### config.mk
export PLATFORM = sky130hd
export DESIGN_NAME = serial_nibble_adder
export DESIGN_NICKNAME = d
export VERILOG_FILES = /design/src/rtl/serial_nibble_adder.sv
export SDC_FILE = /design/constraint.sdc
export NUM_CORES = 1
export LEC_CHECK = 0
export CORE_ASPECT_RATIO = 1.25
export CORE_MARGIN = 5
export CORE_UTILIZATION = 55
export CTS_BUF_LIST = sky130_fd_sc_hd__clkbuf_4
export CTS_CLUSTER_SIZE = 30
export DETAILED_ROUTE_END_ITERATION = 7
export DONT_BUFFER_PORTS = 1
export HOLD_SLACK_MARGIN = 0.03
export PLACE_DENSITY = 0.75
export SYNTH_ARGS = -nofsm -noshare
export SYNTH_HDL_FRONTEND = slang
export SYNTH_SLANG_ARGS = --single-unit
### constraint.sdc
create_clock -name clk_i -period 2.1 [get_ports clk_i]
set_input_delay 0.315 -clock clk_i [delete_from_list [all_inputs] [get_ports clk_i]]
set_output_delay 0.315 -clock clk_i [all_outputs]
set_load 0.05 [all_outputs]
### src/rtl/serial_nibble_adder.sv
// serial_nibble_adder: adds two wide operands one nibble per clock through an
// external four_bit_full_adder, least-significant nibble first, carrying the
// adder's cout between nibbles and publishing a registered sum and carry-out.
module serial_nibble_adder #(
   parameter int NUM_NIBBLES = 4
) (
   input  logic                       clk_i,
   input  logic                       rst_i,
   input  logic                       start_i,
   input  logic [4*NUM_NIBBLES-1:0]   a_i,
   input  logic [4*NUM_NIBBLES-1:0]   b_i,
   input  logic                       cin_i,
   output logic                       busy_o,
   output logic                       done_o,
   output logic [4*NUM_NIBBLES-1:0]   sum_o,
   output logic                       cout_o,
   output logic [3:0]                 add_a_o,
   output logic [3:0]                 add_b_o,
   output logic                       add_cin_o,
   input  logic [3:0]                 add_sum_i,
   input  logic                       add_cout_i
);

   localparam int W  = 4 * NUM_NIBBLES;
   localparam int CW = (NUM_NIBBLES > 1) ? $clog2(NUM_NIBBLES) : 1;

   typedef enum logic [1:0] {
      IDLE = 2'd0,
      RUN  = 2'd1,
      DONE = 2'd2
   } stateT;

   stateT           r_state;
   stateT           w_stateNext;
   logic [W-1:0]    r_opA;
   logic [W-1:0]    r_opB;
   logic [W-1:0]    r_result;
   logic            r_carry;
   logic [CW-1:0]   r_count;
   logic [W-1:0]    r_sum;
   logic            r_cout;
   logic [W-1:0]    w_resultNext;
   logic            w_lastNibble;

   // The adder's sum nibble enters at the top; after NUM_NIBBLES shifts the
   // first nibble computed has reached the bottom of the result register.
   assign w_resultNext = W'({add_sum_i, r_result} >> 4);
   assign w_lastNibble = (r_count == CW'(NUM_NIBBLES - 1));

   assign sum_o  = r_sum;
   assign cout_o = r_cout;

   // State register; reset abandons any operation in flight immediately.
   always_ff @(posedge clk_i or posedge rst_i) begin
      if (rst_i) begin
         r_state <= IDLE;
      end else begin
         r_state <= w_stateNext;
      end
   end

   // Next-state and output decode; adder inputs are only driven while running.
   always_comb begin
      w_stateNext = r_state;
      busy_o      = 1'b0;
      done_o      = 1'b0;
      add_a_o     = 4'd0;
      add_b_o     = 4'd0;
      add_cin_o   = 1'b0;
      case (r_state)
         IDLE: begin
            if (start_i) begin
               w_stateNext = RUN;
            end
         end
         RUN: begin
            busy_o    = 1'b1;
            add_a_o   = r_opA[3:0];
            add_b_o   = r_opB[3:0];
            add_cin_o = r_carry;
            if (w_lastNibble) begin
               w_stateNext = DONE;
            end
         end
         DONE: begin
            done_o      = 1'b1;
            w_stateNext = start_i ? RUN : IDLE;
         end
         default: begin
            w_stateNext = IDLE;
         end
      endcase
   end

   // Operand/result shifting, carry hand-off and result publication at the last nibble.
   always_ff @(posedge clk_i or posedge rst_i) begin
      if (rst_i) begin
         r_opA    <= '0;
         r_opB    <= '0;
         r_result <= '0;
         r_carry  <= 1'b0;
         r_count  <= '0;
         r_sum    <= '0;
         r_cout   <= 1'b0;
      end else begin
         case (r_state)
            IDLE, DONE: begin
               if (start_i) begin
                  r_opA   <= a_i;
                  r_opB   <= b_i;
                  r_carry <= cin_i;
                  r_count <= '0;
               end
            end
            RUN: begin
               r_result <= w_resultNext;
               r_carry  <= add_cout_i;
               r_opA    <= r_opA >> 4;
               r_opB    <= r_opB >> 4;
               r_count  <= r_count + CW'(1);
               if (w_lastNibble) begin
                  r_sum  <= w_resultNext;
                  r_cout <= add_cout_i;
               end
            end
            default: begin
            end
         endcase
      end
   end

endmodule

==> implementation parameters, run 1 <==
Parameter                              Value

Worst setup path
  Data arrival time of the critical path    1.63 ns
  Critical path required time    1.78 ns
  Setup CP Type    flop to primary output
  Worst setup EP type    primary output
  Type of element launching the critical path    flop
  Worst Reg-to-Reg Cells    4
  Critical-path maximum fanout    20

Yosys
  Simple-gate portion of the synthesized area    14.44%
  Number of warnings reported in the yosys synthesis log    0
  Leading cell types by total area after synthesis    sky130_fd_sc_hd__dfrtp_1 (54%), sky130_fd_sc_hd__mux2i_1 (8.1%), sky130_fd_sc_hd__a211oi_1 (4.9%)
  Primary FF master, synth    sky130_fd_sc_hd__dfrtp_1
  Share of synthesized flip-flops with an asynchronous set or reset    100.0%
  Net count of the mapped netlist    319
  Distinct cell type count after synthesis    28
  Leading cell type by number of instances after synthesis    sky130_fd_sc_hd__dfrtp_1
  Biggest area consumer among synthesized cells    sky130_fd_sc_hd__dfrtp_1
  Sequential fraction of the synthesis area    53.70%
  EDFF count, synth    0
  Post-synthesis instance area    3075 um^2
  Parity-gate share of the synthesized area counting xor and xnor cells    0%
  Synth cell count leaders    sky130_fd_sc_hd__dfrtp_1 (66), sky130_fd_sc_hd__nand2_1 (36), sky130_fd_sc_hd__mux2i_1 (25), sky130_fd_sc_hd__nor2b_1 (22)
  Main combinational cell family by area after synthesis    multiplexers
  Post-synthesis share of cell area spent on full adders, half adders and majority gates    0.4068%
  Mux cell area share after synthesis    15.83%
  Synth Instances    277
  Post-synthesis compound-gate area fraction    11.55%
  Number of synthesized register bits    66
  Avg Inst Size Synth    11.10 um^2
  Proportion of netlist area held by the largest area contributor    53.70%

CTS
  Clock-pin slew on the worst setup and hold paths    0.12 ns
  Maximum buffer depth of the clock tree    2
  Maximum level of the CTS H-tree    3
  Number of buffers created by CTS    9
  Master cell of the clock root buffer    sky130_fd_sc_hd__clkbuf_4
  CTS tree    built
  Insertion delay to the later sink of the worst-skew pair    0.40 ns
  Sink count of the clock tree    66

Finish
  Area growth from synthesis to layout    16.23%
  Diode count    0
  Combined area of the multi-input logic cells    1299 um^2
  Util after Layout    65.68%
  Share of layout cells above drive strength 1    18.73%
  Sequential cell area    1653 um^2
  Number of cells in the finished layout apart from fillers    363
  FILL cells    415
  Nets    336

GRT
  Antenna violations before repair    0
  First-pass GRT wire length    9.922 mm
  Pin count of the biggest net entering global routing    57
  Total congestion overflow after global routing    0
  GRT Overall Usage    17.60%
  Number of global-route vias before repair    2070

Placed design
  GPL Wtd Cong    0.7163
  Count of placed standard cells including taps    336
  Number of buffer cells added on primary ports    0
  Detailed Place HPWL    4.071 mm

Timing
  Max Clock Skew    0.008839 ns
  Tightest slew margin relative to the limit    66.72%
  Setup_tns    0 ns
  Highest clock frequency the design can meet    512.9 MHz
  Number of max-slew violations in the final report    0
  Crit path time final    1.950 ns
  Total setup violations reported at the end of the flow    0
  Ratio of final minimum period to clock period    92.84%
  Unrepaired setup endpoints after global routing    no
  Transition time of the tightest slew-check pin    0.4992 ns
  Final hold viol count    0

Route
  ANT nets after route    0
  Number of detailed-routing iterations run before antenna repair    4
  Post-route DRC    0
  Avg WL per Cell    16.55 um
  Vias per inst    5.667
  Total Routed Length    6.007 mm
  Total via count after detailed routing    2057
  Initial drt markers    90

Power
  Combinational Power Share    41.7%
  Net switching share of the total power    44.33%
  Internal Power    3661 uW
  Net switching power figure    2915 uW
  Power density normalized to cell area    1840 nW/um^2
  Clk pwr share    14.4%
  Maximum vdd drop    0.9629 mV
  Proportion of power drawn by flip-flops and latches    43.9%
  Pleak    0.001581 uW

Floorplan
  Width of the die    76.89 um
  Floorplan die height    93.61 um
  Std cell rows    30
  I/O pin count    69
  Die ar.    7197 um^2
  Area of the placeable core    5443 um^2
  Starting density of the core    56.51%

Outcome
  Run status    finished, final reports clean

Hold path
  Type of the most critical hold path    primary input to flop
  Cell depth of the worst hold path    2

Job
  Maxcap violations    0
==> worst max-delay path: stages, from the launching register on <==
cell	delay, ns
sky130_fd_sc_hd__dfrtp_1	0.40
sky130_fd_sc_hd__nand2b_4	0.24
sky130_fd_sc_hd__inv_4	0.20
sky130_fd_sc_hd__and2_1	0.22
sky130_fd_sc_hd__buf_12	0.15
==> state kept, by name, indices dropped and copies added, names as in the netlist <==
register and cells:
r_result 12, sum_o 16, cout_o 1, r_opA 16
r_state 2, r_opB 16, r_count 2, r_carry 1
==> final timing paths <==
path,from,end,slack (ns)
max in group asynchronous,rst_i,r_state[0],1.19
min in group asynchronous,rst_i,r_opA[1],0.31
hold reg to reg,r_result[5],r_result[5],0.49
setup / recovery,r_state[1],add_a_o[3],0.15
setup reg to reg,r_state[0],sum_o[11],0.55
hold / removal,b_i[3],r_opB[3],0.09
==> cell families after synthesis <==
kind of cell,after synthesis
AND/OR/NAND/NOR,87
flip-flops,66
buffers and inverters,24
AO/OA/AOI/OAI,56
multiplexers,43
adder cells (fa/ha/maj),1
==> per-layer routing <==
layer	vias up	track usage, %	part of all wire [%]
met5	-	0	0
met4	0	8.455	2.8
met3	14	6.744	6.3
met2	55	26.49	48
met1	987	22.22	43
li1	1001	-	-
==> power by group through the flow <==
stage	Sequential (uW)	Clock, uW	Combinational [uW]
2_1_floorplan	2760	0	2050
3_3_place_gp	2890	0	2680
3_5_place_dp	2910	0	2760
4_1_cts	2890	979	2780
5_1_grt	2970	1050	2980
6_report	2890	945	2740
==> what timing repair did <==
item / 4_1_cts / 5_1_grt
buffers inserted: 0 / 0
resized for setup: 1 / 0
endpoints found under the hold margin: 40 / 2
setup endpoints to repair: 1 / 0
hold buffers: 9 / 2
==> cell usage in the layout, fill, tap and decap left out <==
master                           n
sky130_fd_sc_hd__clkinv_4        1
sky130_fd_sc_hd__buf_12         11
sky130_fd_sc_hd__a22o_1          4
sky130_fd_sc_hd__nor2_1          5
sky130_fd_sc_hd__mux2i_1        25
sky130_fd_sc_hd__o21ai_0         7
sky130_fd_sc_hd__nand3_1         6
sky130_fd_sc_hd__mux2_2          9
sky130_fd_sc_hd__and3b_1         1
sky130_fd_sc_hd__nand2b_4        1
sky130_fd_sc_hd__nand2b_1        1
sky130_fd_sc_hd__clkbuf_4        9
sky130_fd_sc_hd__nand2_4         1
sky130_fd_sc_hd__o22ai_1         4
sky130_fd_sc_hd__inv_4           1
sky130_fd_sc_hd__clkinv_2        2
sky130_fd_sc_hd__a211oi_1       20
sky130_fd_sc_hd__nor3_1          4
sky130_fd_sc_hd__ha_1            1
sky130_fd_sc_hd__a21oi_1        20
sky130_fd_sc_hd__nor2_2          1
sky130_fd_sc_hd__inv_2           1
sky130_fd_sc_hd__bufinv_16       2
sky130_fd_sc_hd__and2_1          9
sky130_fd_sc_hd__dfrtp_1        65
sky130_fd_sc_hd__buf_4           5
sky130_fd_sc_hd__nand2_1        36
sky130_fd_sc_hd__nor2b_1        22
sky130_fd_sc_hd__mux2_4          9
sky130_fd_sc_hd__dlygate4sd3_1  11
sky130_fd_sc_hd__clkinvlp_4      2
sky130_fd_sc_hd__a221o_1         1
sky130_fd_sc_hd__inv_1           1
sky130_fd_sc_hd__dfrtp_2         1
==> final cells by class <==
| cell class | instances | area share (%) |
|---|---|---|
| inverter | 3 | 0.3850 |
| multi-input combinational | 187 | 36.33 |
| timing repair buffer | 27 | 10.29 |
| sequential | 66 | 46.24 |
| clock buffer | 9 | 1.890 |
| tap | 64 | 2.240 |
| clock inverter | 7 | 2.625 |
==> stage by stage <==
stage	setup slack (ns)	hold WS, ns	cell area [um^2]	total power, uW
global placement	0.5073	0.1757	3301	5572
CTS	0.09038	0.03342	3555	6658
detailed placement	0.4573	0.1740	3301	5678
finish	0.1503	0.08723	3575	6577
global route	0.01204	0.06426	3575	6999
floorplan	0.1302	0.4204	3075	4811
No activity file was read; power rests on OpenSTA's default activity.
==> inputs of run 2 (changes only) <==
--- a/config.mk
+++ b/config.mk
@@ -13,7 +13,7 @@
 export DETAILED_ROUTE_END_ITERATION = 7
 export DONT_BUFFER_PORTS = 1
 export HOLD_SLACK_MARGIN = 0.03
-export PLACE_DENSITY = 0.75
+export PLACE_DENSITY = 0.72
 export SYNTH_ARGS = -nofsm -noshare
 export SYNTH_HDL_FRONTEND = slang
 export SYNTH_SLANG_ARGS = --single-unit
==> run 2 against run 1 <==
Compared with the run above:
- count of clock-buffer cells in the layout rose by 1
- combinational power barely moved
- sequential power about the same
- hold slack got worse by 0.016 ns
- non-clock buffer count down 1
- wire length down 1.8%
- die area did not move
- maximum frequency rose by 1.3%
- cell count fell by 0.28%
- global-route usage is 0.27 points lower
- sequential cell count did not move
- largest cell class unchanged
- highest routed layer unchanged
==> implementation parameters, run 2 (synthesis gave the netlist of run 1 again) <==
Parameter                              Value

Finish
  FILL cells    415
  Share of layout cells above drive strength 1    18.46%
  Most frequent cells in the layout    sky130_fd_sc_hd__dfrtp_1 (65), sky130_fd_sc_hd__nand2_1 (36), sky130_fd_sc_hd__mux2i_1 (25)
  Nets    335
  Leading cell type in the layout, fill and taps excluded    sky130_fd_sc_hd__dfrtp_1
  Post-layout instance area    3547 um^2
  Diode count    0
  Area growth from synthesis to layout    15.34%

Worst setup path
  Type of element launching the critical path    flop
  Kind of cell adding the most delay to the critical path    simple AND/OR/NAND/NOR gates
  Critical-path maximum fanout    20
  Data arrival time of the critical path    1.61 ns
  Setup CP Type    flop to primary output
  Critical Path Max Stage Delay    0.39 ns
  Total buffers and inverters traversed by the critical path    2
  Critical path required time    1.78 ns
  Worst setup EP type    primary output
  Slowest CP cell    sky130_fd_sc_hd__dfrtp_1
  Setup slack on the worst flop-to-flop path    0.56 ns
  Cell-by-cell listing of the critical path    nand2b_4, inv_4, and2_1, buf_12

Hold path
  Type of the most critical hold path    primary input to flop

Timing
  Final hold viol count    0
  Number of max-slew violations in the final report    0
  Unrepaired setup endpoints after global routing    no
  Setup_tns    0 ns
  Crit path time final    1.925 ns
  Ratio of final minimum period to clock period    91.68%
  Total setup violations reported at the end of the flow    0
  Transition time of the tightest slew-check pin    0.4801 ns
  Highest clock frequency the design can meet    519.4 MHz
  Tightest slew margin relative to the limit    68.00%
  Max Clock Skew    0.003986 ns

Route
  Post-route DRC    0
  Number of detailed-routing iterations run before antenna repair    5
  Total Routed Length    5.896 mm
  Avg WL per Cell    16.29 um
  Total via count after detailed routing    2055
  ANT nets after route    0
  Initial drt markers    88
  Vias per inst    5.677

GRT
  Number of global-route vias before repair    2065
  Pin count of the biggest net entering global routing    67
  Antenna violations before repair    0
  First-pass GRT wire length    9.929 mm
  Total congestion overflow after global routing    0
  GRT Overall Usage    17.33%

CTS
  Clock-pin slew on the worst setup and hold paths    0.10 ns
  Maximum buffer depth of the clock tree    2
  Number of buffers created by CTS    9
  Sink count of the clock tree    66
  Insertion delay to the later sink of the worst-skew pair    0.38 ns
  Master cell of the clock root buffer    sky130_fd_sc_hd__clkbuf_4
  Maximum level of the CTS H-tree    3
  CTS tree    built

Power
  Net switching power figure    2864 uW
  Pleak    0.001574 uW
  Net switching share of the total power    43.93%
  Proportion of power drawn by flip-flops and latches    44.2%
  Maximum vdd drop    0.8599 mV
  Combinational Power Share    41.8%
  Power density normalized to cell area    1838 nW/um^2
  Clk pwr share    14.0%
  Internal Power    3655 uW

Outcome
  Run status    finished, final reports clean

Floorplan
  Width of the die    76.89 um
  Die ar.    7197 um^2
  Starting density of the core    56.51%
  Std cell rows    30
  Area of the placeable core    5443 um^2
  I/O pin count    69
  Floorplan die height    93.61 um

Placed design
  Detailed Place HPWL    3.861 mm
  Number of buffer cells added on primary ports    0
  GPL Wtd Cong    0.7654
  Post-place instance area    3288 um^2

Job
  Maxcap violations    0
[run 2: changes by cell type in the layout (fill, tap and decap cells not counted), sizes merged]
cell / change
dlygate4sd3: -1
clkinvlp: -1
clkbuf: +1
[run 2: power groups by stage]
stage | registers, uW | logic, uW | clock network [uW]
2_1_floorplan | 2760 | 2050 | 0
6_report | 2880 | 2720 | 915
3_3_place_gp | 2890 | 2670 | 0
5_1_grt | 2970 | 2980 | 1020
3_5_place_dp | 2910 | 2730 | 0
4_1_cts | 2890 | 2740 | 946
[run 2: cell type report]
cell class,count,area [um^2],area share [%]
sequential,66,1653,46.60
inverter,3,13.76,0.3880
tap,64,80.08,2.257
clock inverter,6,81.33,2.293
clock buffer,10,75.07,2.116
timing repair buffer,26,345.3,9.735
multi-input combinational,187,1299,36.61
[run 2: worst reg2reg max path: stages (launching register included)]
cell and delay, ns:
sky130_fd_sc_hd__dfrtp_2 0.44, sky130_fd_sc_hd__nand2b_4 0.21, sky130_fd_sc_hd__inv_4 0.15, sky130_fd_sc_hd__nand2_4 0.27, sky130_fd_sc_hd__mux2_2 0.37
[run 2: path summary, 6_finish.rpt]
kind                              startpoint     endpoint  cells after the start
worst max-delay path              r_state[1]   add_a_o[2]                      4
worst min-delay path            add_sum_i[0]    sum_o[12]                      1
worst max register to register    r_state[0]    sum_o[14]                      4
worst min register to register   r_result[7]  r_result[7]                      2
max in group asynchronous              rst_i   r_state[0]                      3
min in group asynchronous              rst_i     sum_o[2]                      3
[run 2: per-stage QoR]
stage	hold slack (ns)	instances	total power (uW)	worst slack, ns	util (%)
CTS	0.03664	358	6576	0.03484	64.39
global placement	0.2997	336	5557	0.4705	60.41
floorplan	0.4204	277	4811	0.1302	-
finish	0.07074	362	6519	0.1748	65.17
global route	0.03042	362	6971	0.05754	65.17
detailed placement	0.2989	336	5638	0.4440	60.41
[run 2: timing repair]
action,CTS,global route
buffers inserted,0,0
gates resized for setup,0,2
hold buffers,6,4
hold endpoints to repair,71,4
setup endpoints to repair,0,10
[run 2: layer usage]
| metal | up-vias | GRT usage, % | part of all wire, % |
|---|---|---|---|
| met5 | - | 0 | 0 |
| met4 | 0 | 5.539 | 0.41 |
| met3 | 2 | 7.033 | 6.8 |
| met2 | 73 | 27.20 | 50 |
| met1 | 979 | 21.78 | 43 |
| li1 | 1001 | - | - |
==> inputs of run 3 (changes only) <==
--- a/config.mk
+++ b/config.mk
@@ -5,6 +5,7 @@
 export SDC_FILE = /design/constraint.sdc
 export NUM_CORES = 1
 export LEC_CHECK = 0
+export ABC_AREA = 1
 export CORE_ASPECT_RATIO = 1.25
 export CORE_MARGIN = 5
 export CORE_UTILIZATION = 55
==> run 3 against run 2 <==
Compared with the run above:
- count of clock-buffer cells in the layout down 1
- maximum frequency up 5.1%
- core utilization down 2.2 points
- sequential share of layout area up 1.3 points
- critical path depth unchanged
- combinational power about the same
- sequential cell count unchanged
- clock power up 30%
- largest power group unchanged
==> implementation parameters, run 3 <==
Parameter                              Value

Outcome
  Run status    finished, final reports clean

Power
  Proportion of power drawn by flip-flops and latches    41.0%
  Maximum vdd drop    1.048 mV
  Power density normalized to cell area    1914 nW/um^2
  Net switching share of the total power    47.75%
  Internal Power    3452 uW
  Net switching power figure    3154 uW
  Pleak    0.001934 uW
  Clk pwr share    18.1%
  Combinational Power Share    41.0%

Floorplan
  Std cell rows    30
  Floorplan die height    94.27 um
  I/O pin count    69
  Starting density of the core    57.01%
  Width of the die    77.41 um
  Area of the placeable core    5480 um^2
  Die ar.    7297 um^2

Timing
  Ratio of final minimum period to clock period    87.20%
  Number of max-slew violations in the final report    0
  Setup_tns    0 ns
  Final hold viol count    0
  Transition time of the tightest slew-check pin    0.7204 ns
  Crit path time final    1.831 ns
  Highest clock frequency the design can meet    546.1 MHz
  Total setup violations reported at the end of the flow    0
  Unrepaired setup endpoints after global routing    no
  Max Clock Skew    0.01420 ns
  Tightest slew margin relative to the limit    51.90%

Route
  Initial drt markers    180
  Total Routed Length    6.203 mm
  Avg WL per Cell    13.23 um
  Number of detailed-routing iterations run before antenna repair    4
  Post-route DRC    0
  Total via count after detailed routing    2296
  ANT nets after route    0
  Vias per inst    4.896

Finish
  FILL cells    497
  Util after Layout    62.97%
  Area growth from synthesis to layout    10.45%
  Diode count    0
  Nets    442
  Share of layout cells above drive strength 1    13.33%
  Leading cell type in the layout, fill and taps excluded    sky130_fd_sc_hd__nand2_1
  Most frequent cells in the layout    sky130_fd_sc_hd__nand2_1 (123), sky130_fd_sc_hd__inv_1 (73), sky130_fd_sc_hd__dfrtp_1 (66)

Worst setup path
  Critical path required time    1.78 ns
  Data arrival time of the critical path    1.52 ns
  Critical-path maximum fanout    34
  Total buffers and inverters traversed by the critical path    2
  Setup slack on the worst flop-to-flop path    0.47 ns
  Cell-by-cell listing of the critical path    inv_2, nand2_4, nor2_1, buf_4
  Slowest CP cell    sky130_fd_sc_hd__dfrtp_1
  Worst setup EP type    primary output
  Setup CP Type    flop to primary output
  Kind of cell adding the most delay to the critical path    flip-flops
  Type of element launching the critical path    flop
  Critical Path Max Stage Delay    0.43 ns

Yosys
  Post-synthesis instance area    3124 um^2
  Synth cell count leaders    sky130_fd_sc_hd__nand2_1 (123), sky130_fd_sc_hd__inv_1 (74), sky130_fd_sc_hd__dfrtp_1 (66), sky130_fd_sc_hd__nand3_1 (50), sky130_fd_sc_hd__o21ai_0 (16)
  Number of warnings reported in the yosys synthesis log    0
  Primary FF master, synth    sky130_fd_sc_hd__dfrtp_1
  EDFF count, synth    0
  Distinct cell type count after synthesis    19
  Biggest area consumer among synthesized cells    sky130_fd_sc_hd__dfrtp_1
  Leading cell types by total area after synthesis    sky130_fd_sc_hd__dfrtp_1 (53%), sky130_fd_sc_hd__nand2_1 (15%), sky130_fd_sc_hd__inv_1 (8.9%)
  Avg Inst Size Synth    8.073 um^2
  Leading cell type by number of instances after synthesis    sky130_fd_sc_hd__nand2_1
  Net count of the mapped netlist    429
  Sequential fraction of the synthesis area    52.86%
  Synth Instances    387
  Proportion of netlist area held by the largest area contributor    52.86%
  Number of synthesized register bits    66
  Share of synthesized flip-flops with an asynchronous set or reset    100.0%

GRT
  First-pass GRT wire length    10.81 mm
  Antenna violations before repair    0
  Met2 Usage GRT    30.76%
  Total congestion overflow after global routing    0
  Number of global-route vias before repair    2384
  Pin count of the biggest net entering global routing    36
  GR Util met3    6.046%
  GRT Overall Usage    18.74%
  Busiest metal layer after global routing    met2
  Met1 usage    22.09%

CTS
  Maximum level of the CTS H-tree    3
  Master cell of the clock root buffer    sky130_fd_sc_hd__clkbuf_4
  Sink count of the clock tree    66
  Maximum buffer depth of the clock tree    2
  Insertion delay to the later sink of the worst-skew pair    0.41 ns
  Clock-pin slew on the worst setup and hold paths    0.12 ns
  Number of buffers created by CTS    9
  Number of buffers added for setup after CTS    0
  CTS tree    built

Placed design
  Detailed Place HPWL    4.279 mm
  Number of buffer cells added on primary ports    0
  GPL Wtd Cong    0.7380

Hold path
  Type of the most critical hold path    primary input to flop

Job
  Maxcap violations    0
==> run 3: worst reg2reg max path, stage by stage (launching register included) <==
cell                      delay [ns]
sky130_fd_sc_hd__dfrtp_1        0.42
sky130_fd_sc_hd__inv_2          0.07
sky130_fd_sc_hd__nand2_4        0.27
sky130_fd_sc_hd__nand2_4        0.30
sky130_fd_sc_hd__inv_4          0.32
sky130_fd_sc_hd__nand2_1        0.10
sky130_fd_sc_hd__nand2_1        0.08
==> run 3: stage by stage <==
step                      power (uW)  hold WS, ns  cell area (um^2)  setup WS, ns  instances
after detailed placement        5483       0.3630              3192        0.4918        448
after global routing            7187      0.03198              3451        0.1409        469
after global placement          5390       0.3654              3192        0.5466        448
after CTS                       6688      0.03407              3441        0.2329        468
after floorplan                 5013       0.4360              3124        0.1302        387
final                           6606      0.04758              3451        0.2687        469
==> run 3: final cells by class <==
class / instances / area (um^2) / area share [%]
Sequential cell: 66 / 1652 / 47.86
Inverter: 77 / 291.5 / 8.448
Timing Repair Buffer: 21 / 182.7 / 5.294
Multi-Input combinational cell: 225 / 1036 / 30.02
Tap cell: 64 / 80.08 / 2.321
Clock buffer: 9 / 67.56 / 1.958
Clock inverter: 7 / 141.4 / 4.097
==> run 3: final timing paths <==
path | startpoint | depth (start not counted) | endpoint
max in group asynchronous | rst_i | 3 | sum_o[11]
min in group asynchronous | rst_i | 2 | r_opA[10]
worst min-delay path | b_i[12] | 2 | r_opB[12]
worst min register to register | r_count[0] | 1 | r_count[0]
worst max-delay path | r_state[1] | 4 | add_a_o[3]
worst max register to register | r_state[1] | 6 | r_opA[11]
==> run 3: power groups by stage <==
stage | combinational [uW] | clock (uW) | sequential, uW
final | 2710 | 1190 | 2710
after global routing | 3110 | 1290 | 2790
after global placement | 2670 | 0 | 2720
after CTS | 2760 | 1210 | 2710
after floorplan | 2390 | 0 | 2630
after detailed placement | 2740 | 0 | 2740
==> run 3: cells by family after synthesis <==
| kind of cell | Yosys count | share of synthesized area, % |
|---|---|---|
| compound gates | 35 | 7.168 |
| fa+ha+maj | 1 | 0.4004 |
| buf+inv | 96 | 13.98 |
| flops | 66 | 52.86 |
| simple gates | 189 | 25.59 |
==> run 3: metal layers <==
| layer | share of wire [%] | wire length [um] |
|---|---|---|
| met1 | 42 | 2578 |
| met4 | 1.5 | 94 |
| met3 | 6.6 | 412 |
| met5 | 0 | 0 |
| met2 | 50 | 3118 |
==> run 3: what timing repair did <==
action / CTS / global route
endpoints found under the setup margin: 0 / 0
resized for setup: 0 / 0
hold endpoints to repair: 35 / 1
hold buffers: 4 / 1
